==> src/rtl/lsu_mem_if.sv <==
// Load/store unit bridging the decoder to a req/ack data-memory bus with byte lanes.
// Optional misaligned-access trap is enabled by defining LSU_MISALIGN_TRAP_EN.
module lsu_mem_if #(
  parameter int TIMEOUT_CYCLES = 255
) (
  input  logic        clk,
  input  logic        rst,
  input  logic [2:0]  is_load,
  input  logic [1:0]  is_store,
  input  logic [31:0] addr,
  input  logic [31:0] store_data,
  output logic        mem_req,
  output logic        mem_we,
  output logic [31:0] mem_addr,
  output logic [3:0]  mem_be,
  output logic [31:0] mem_wdata,
  input  logic        mem_ack,
  input  logic [31:0] mem_rdata,
  output logic        stall,
  output logic [31:0] load_data,
  output logic        load_valid,
  output logic        bus_err,
  output logic        misalign
);

  localparam logic [2:0] LOAD_DISABLE  = 3'd0;
  localparam logic [2:0] LOAD_LB       = 3'd1;
  localparam logic [2:0] LOAD_LH       = 3'd2;
  localparam logic [2:0] LOAD_LW       = 3'd3;
  localparam logic [2:0] LOAD_LBU      = 3'd4;
  localparam logic [2:0] LOAD_LHU      = 3'd5;
  localparam logic [1:0] STORE_DISABLE = 2'd0;
  localparam logic [1:0] STORE_SB      = 2'd1;
  localparam logic [1:0] STORE_SH      = 2'd2;

  localparam logic [1:0] SZ_BYTE = 2'd0;
  localparam logic [1:0] SZ_HALF = 2'd1;
  localparam logic [1:0] SZ_WORD = 2'd2;

  localparam logic [7:0] TIMEOUT_LAST = 8'(TIMEOUT_CYCLES - 1);

  typedef enum logic [1:0] {
    IDLE = 2'd0,
    BUSY = 2'd1,
    DONE = 2'd2
  } state_t;

  state_t      state_r, state_s;
  logic        stall_s;
  logic        req_op_s;
  logic        misalign_s;
  logic [1:0]  size_s;
  logic [1:0]  eff_off_s;
  logic        timeout_s;

  logic        mem_req_r, mem_we_r, load_valid_r, bus_err_r, misalign_r;
  logic [31:0] mem_addr_r, mem_wdata_r, load_data_r;
  logic [3:0]  mem_be_r;
  logic [2:0]  load_op_r;
  logic [1:0]  off_r;
  logic [7:0]  cnt_r;

  function automatic logic [3:0] lane_be(input logic [1:0] size, input logic [1:0] off);
    case (size)
      SZ_BYTE: lane_be = 4'b0001 << off;
      SZ_HALF: lane_be = 4'b0011 << off;
      default: lane_be = 4'b1111;
    endcase
  endfunction

  function automatic logic [31:0] lane_wdata(input logic [1:0] size, input logic [31:0] data);
    case (size)
      SZ_BYTE: lane_wdata = {4{data[7:0]}};
      SZ_HALF: lane_wdata = {2{data[15:0]}};
      default: lane_wdata = data;
    endcase
  endfunction

  function automatic logic [31:0] extend_load(input logic [2:0] op, input logic [1:0] off,
                                              input logic [31:0] rdata);
    logic [7:0]  b;
    logic [15:0] h;
    case (off)
      2'd0:    b = rdata[7:0];
      2'd1:    b = rdata[15:8];
      2'd2:    b = rdata[23:16];
      default: b = rdata[31:24];
    endcase
    h = off[1] ? rdata[31:16] : rdata[15:0];
    case (op)
      LOAD_LB:  extend_load = {{24{b[7]}}, b};
      LOAD_LBU: extend_load = {24'd0, b};
      LOAD_LH:  extend_load = {{16{h[15]}}, h};
      LOAD_LHU: extend_load = {16'd0, h};
      LOAD_LW:  extend_load = rdata;
      default:  extend_load = 32'd0;
    endcase
  endfunction

  assign req_op_s  = (is_load != LOAD_DISABLE) || (is_store != STORE_DISABLE);
  assign timeout_s = (cnt_r == TIMEOUT_LAST);

  // Access size from the decoder codes; a load wins if both are presented.
  always_comb begin
    size_s = SZ_WORD;
    if (is_load != LOAD_DISABLE) begin
      case (is_load)
        LOAD_LB, LOAD_LBU: size_s = SZ_BYTE;
        LOAD_LH, LOAD_LHU: size_s = SZ_HALF;
        default:           size_s = SZ_WORD;
      endcase
    end else begin
      case (is_store)
        STORE_SB: size_s = SZ_BYTE;
        STORE_SH: size_s = SZ_HALF;
        default:  size_s = SZ_WORD;
      endcase
    end
  end

  // Lane offset with bits below natural alignment dropped.
  always_comb begin
    case (size_s)
      SZ_BYTE: eff_off_s = addr[1:0];
      SZ_HALF: eff_off_s = {addr[1], 1'b0};
      default: eff_off_s = 2'b00;
    endcase
  end

`ifdef LSU_MISALIGN_TRAP_EN
  // Misalignment detection for halfword and word accesses.
  always_comb begin
    case (size_s)
      SZ_HALF: misalign_s = addr[0];
      SZ_WORD: misalign_s = (addr[1:0] != 2'b00);
      default: misalign_s = 1'b0;
    endcase
  end
`else
  assign misalign_s = 1'b0;
`endif

  // Next-state and stall decode.
  always_comb begin
    state_s = state_r;
    stall_s = 1'b0;
    case (state_r)
      IDLE: begin
        stall_s = req_op_s;
        if (req_op_s) begin
          state_s = misalign_s ? DONE : BUSY;
        end else begin
          state_s = IDLE;
        end
      end
      BUSY: begin
        stall_s = 1'b1;
        if (mem_ack || timeout_s) begin
          state_s = DONE;
        end else begin
          state_s = BUSY;
        end
      end
      DONE:    state_s = IDLE;
      default: state_s = IDLE;
    endcase
  end

  // State register.
  always_ff @(posedge clk or posedge rst) begin
    if (rst) begin
      state_r <= IDLE;
    end else begin
      state_r <= state_s;
    end
  end

  // Bus request, captured operation, timeout counter and result pulses.
  always_ff @(posedge clk or posedge rst) begin
    if (rst) begin
      mem_req_r    <= 1'b0;
      mem_we_r     <= 1'b0;
      mem_addr_r   <= 32'd0;
      mem_be_r     <= 4'd0;
      mem_wdata_r  <= 32'd0;
      load_data_r  <= 32'd0;
      load_valid_r <= 1'b0;
      bus_err_r    <= 1'b0;
      misalign_r   <= 1'b0;
      load_op_r    <= LOAD_DISABLE;
      off_r        <= 2'd0;
      cnt_r        <= 8'd0;
    end else begin
      case (state_r)
        IDLE: begin
          load_valid_r <= 1'b0;
          bus_err_r    <= 1'b0;
          misalign_r   <= 1'b0;
          if (req_op_s) begin
            load_op_r <= is_load;
            off_r     <= eff_off_s;
            cnt_r     <= 8'd0;
            if (misalign_s) begin
              load_data_r <= 32'd0;
              misalign_r  <= 1'b1;
            end else begin
              mem_req_r   <= 1'b1;
              mem_we_r    <= (is_load == LOAD_DISABLE);
              mem_addr_r  <= {addr[31:2], 2'b00};
              mem_be_r    <= lane_be(size_s, eff_off_s);
              mem_wdata_r <= lane_wdata(size_s, store_data);
            end
          end
        end
        BUSY: begin
          if (mem_ack) begin
            mem_req_r <= 1'b0;
            if (load_op_r != LOAD_DISABLE) begin
              load_data_r  <= extend_load(load_op_r, off_r, mem_rdata);
              load_valid_r <= 1'b1;
            end
          end else if (timeout_s) begin
            mem_req_r   <= 1'b0;
            bus_err_r   <= 1'b1;
            load_data_r <= 32'd0;
          end else begin
            cnt_r <= cnt_r + 8'd1;
          end
        end
        DONE: begin
          load_valid_r <= 1'b0;
          bus_err_r    <= 1'b0;
          misalign_r   <= 1'b0;
        end
        default: begin
          mem_req_r    <= 1'b0;
          load_valid_r <= 1'b0;
          bus_err_r    <= 1'b0;
          misalign_r   <= 1'b0;
        end
      endcase
    end
  end

  assign stall      = stall_s;
  assign mem_req    = mem_req_r;
  assign mem_we     = mem_we_r;
  assign mem_addr   = mem_addr_r;
  assign mem_be     = mem_be_r;
  assign mem_wdata  = mem_wdata_r;
  assign load_data  = load_data_r;
  assign load_valid = load_valid_r;
  assign bus_err    = bus_err_r;
  assign misalign   = misalign_r;

endmodule
==> config.mk <==
export PLATFORM = sky130hd
export DESIGN_NAME = lsu_mem_if
export DESIGN_NICKNAME = d
export VERILOG_FILES = /design/src/rtl/lsu_mem_if.sv
export SDC_FILE = /design/constraint.sdc
export NUM_CORES = 1
export LEC_CHECK = 0
export CORE_MARGIN = 2
export CORE_UTILIZATION = 46
export CTS_BUF_LIST = sky130_fd_sc_hd__clkbuf_8
export DETAILED_ROUTE_END_ITERATION = 8
export GPL_ROUTABILITY_DRIVEN = 0
export PLACE_DENSITY = 0.89
export SETUP_SLACK_MARGIN = 0.05
export SLEW_MARGIN = 20
export SYNTH_ARGS = -nofsm -noshare
export SYNTH_HDL_FRONTEND = slang
export SYNTH_SLANG_ARGS = --single-unit
==> constraint.sdc <==
create_clock -name clk -period 4.15 [get_ports clk]
set_clock_uncertainty 0.1 [all_clocks]
set_input_delay 0.415 -clock clk [delete_from_list [all_inputs] [get_ports clk]]
set_output_delay 0.415 -clock clk [all_outputs]
set_load 0.03 [all_outputs]
==> impl_metrics.toml <==
[grt]
grt.busiest_layer = "met2"
grt_overflow = 0
use_met2_pct = 42.2
grt_pass1_wl_um = 25100
grt_util_met3_pct = 8.05
met1_usage_pct = 29.0
grt_util_all_layers_pct = 25.0
grt_pass1_vias = 4948
grt_max_degree = 70
antenna_found_initial = 0

[final_layout]
nets = 786
final_common_cell = "clkdlybuf4s50_1"
fill_cells = 894
drive_gt1_share_pct = 13.6
final_cell_area_um2 = 8150
stdcell_count = 838
final_cell_mix = "206 x clkdlybuf4s50_1, 117 x dfrtp_1, 53 x nand2_1, 43 x mux2_2, 30 x o21ai_0"
area_growth_pct = 45.5
diodes = 0

[clock_network]
cts_resized = 0
clk_pin_slew_ps = 70
cts_buffers = 17
cts_tree = "done"
clk_latency_ps = 430
cts_root_buf = "clkbuf_8"
cts.path.max_buffers = 2
htree_levels = 4
ctsHoldBuffers = 0
clock_sinks = 117
cts_setup_buffers = 0

[drt]
finalWirelength_um = 15900
drt_iter0_drc = 481
drc = 0
dr.pass1.iters = 5
wl_per_cell_um = 19.0
via_per_inst = 5.81
ant_nets = 0
via_count = 4868

[sta]
fin_crit_sh_pct = 71.1
fmax_mhz = 339
holdWs_ps = 376
tightest_slew_ps = 851
slew_violations = 0
setup_violations = 0
timing.slew.headroom_pct = 43.1
timing.final.ws_setup_ps = 1200
fin_tns_setup_ps = 0
period_needed_ps = 2950
hold_violations = 0
rsz0062_at_grt = "no"

[placed_design]
port_buffers = 206
placed_cells_incl_taps = 806
post-place-ws_ps = 1080
hpwl_um = 11700
dpl_cell_area_um2 = 7730

[yosys]
synthAdderAreaFrac_pct = 0.894
synth-xor-area-share_pct = 0.156
synthDistinctLibCells = 51
syn_avg_cell_area_um2 = 11.5
synth-main-ff-cell = "dfrtp_1"
ys_seq_area_share_pct = 52.3
synthesis.area_um2 = 5600
ys_seq_elements = 117
synth_top_family_by_area = "compound AO/OA/AOI/OAI gates"
synth_warnings = 0
syn_inst = 485
synth_compound_area_share_pct = 17.7
yosys-mux-area-fraction_pct = 14.9
synthSimpleGateAreaFrac_pct = 9.97
postSynth.asyncResetShare_pct = 100
synth_edf_count = 0

[worst_setup_path]
slowest_stage = "or4b_1"
endpoint = "stall"
critPathRequiredTime_ps = 3630
timing.rr.start = "load_op_r[1]"
reg2reg_slack_ps = 1480
rr_worst_depth = 4
path_cells = "clkdlybuf4s50_1 -> inv_1 -> ha_1 -> or4b_1 -> nor2_1 -> nor2_1 -> clkdlybuf4s50_1"
slowest_delay_ps = 600
end_kind = "primary output"
reg2reg_to = "load_data[8]"
crit_type = "in -> out"
arrival_ps = 2440
cp-start-kind = "input port"
worst-path-max-fanout = 5
crit_path_start = "is_store[0]"

[die]
fp-row-count = 40
die_y_um = 114
die_x_um = 114
initial_core_util_pct = 46.8
ios = 210
core_um2 = 12000
dieArea_um2 = 13100

[worst_hold_path]
hp-class = "in -> async"

[pwr]
p_leak_nw = 3.52
peakVddDrop_mv = 0.472
cellPowerDensity_nw_per_um2 = 792

[flow_run]
cap_violations = 0

[run_status]
status = "finished, final reports clean"
-- how the worst min path moves through the flow --
stage	startpoint	end	cells past startpoint	slack [ps]
after floorplan	state_r[0]	mem_req	1	390
after global placement	load_data[31]	load_data[31]	1	360
after detailed placement	mem_be[1]	mem_be[1]	1	370
after CTS	rst	load_data[7]	2	380
after global routing	load_data[28]	load_data[28]	1	400
final	rst	load_data[7]	2	380
-- flip-flops by register name, indices dropped and copies added (netlist names) --
name	cells
mem_req	1
mem_addr	30
off_r	2
load_data	32
cnt_r	8
bus_err	1
mem_be	4
load_op_r	3
mem_we	1
load_valid	1
mem_wdata	32
state_r	2
-- power by group --
part	internal [W]	switching, W
Combinational	0.00152	0.00188
Clock	0.000631	0.000443
Sequential	0.00162	0.000369
-- stage by stage --
| step | total power, W | util (%) |
|---|---|---|
| after floorplan | 0.00410 | - |
| after global placement | 0.00529 | 64.6 |
| after detailed placement | 0.00540 | 64.6 |
| after CTS | 0.00650 | 68.1 |
| after global routing | 0.00680 | 68.1 |
| final | 0.00645 | 68.1 |
-- per-layer routing --
metal / wire length [um] / share of wire (%) / up-vias
met5: 0 / 0 / -
met4: 444 / 2.8 / 0
met3: 1420 / 8.9 / 39
met2: 7960 / 50 / 269
met1: 6080 / 38 / 2370
li1: - / - / 2190
-- worst max-delay path, delay by kind of cell --
kind / cells / cell delay [ps]
simple gates: 3 / 790
fa+ha+maj: 1 / 140
buf+inv: 3 / 1100
-- cells in the mapped netlist (3+ instances only) --
cell type / count / share of area, %
buf_2: 11 / 0.98
mux2_2: 43 / 8.6
nor2_1: 14 / 0.94
a222oi_1: 9 / 1.6
nand2b_1: 5 / 0.56
or3_1: 3 / 0.34
nand3_1: 5 / 0.45
a21oi_1: 23 / 2.1
mux2i_1: 17 / 3.0
a22o_1: 7 / 1.1
nand2_1: 54 / 3.6
ha_1: 4 / 0.89
nor2b_1: 3 / 0.34
buf_4: 7 / 0.94
nor3_1: 3 / 0.27
mux4_2: 8 / 3.2
inv_1: 7 / 0.47
o21ai_0: 30 / 2.7
and3b_1: 9 / 1.4
dfrtp_1: 117 / 52
a21o_1: 20 / 2.7
o41ai_1: 4 / 0.63
a221oi_1: 9 / 1.4
a221o_1: 7 / 1.3
clkbuf_1: 21 / 1.4
o2bb2ai_1: 12 / 1.9
-- layout make-up --
cell class	count	area, um2	area share [%]
multi-input combinational	323	2470	30.4
clock buffer	20	275	3.38
tap	147	184	2.26
clock inverter	12	136	1.67
inverter	7	28.8	0.353
timing repair buffer	212	2120	26.0
sequential	117	2930	35.9
-- cells by family (layout without fill, tap and decap cells) --
group,Yosys count,in the layout
buffers and inverters,47,251
AOI/OAI and AO/OA,136,136
and+or+nand+nor,111,111
DFF,117,117
other,1,3
adders and majority gates,4,4
muxes,68,68
xor gates and xnor gates,1,1
No activity file was read; power rests on OpenSTA's default activity.
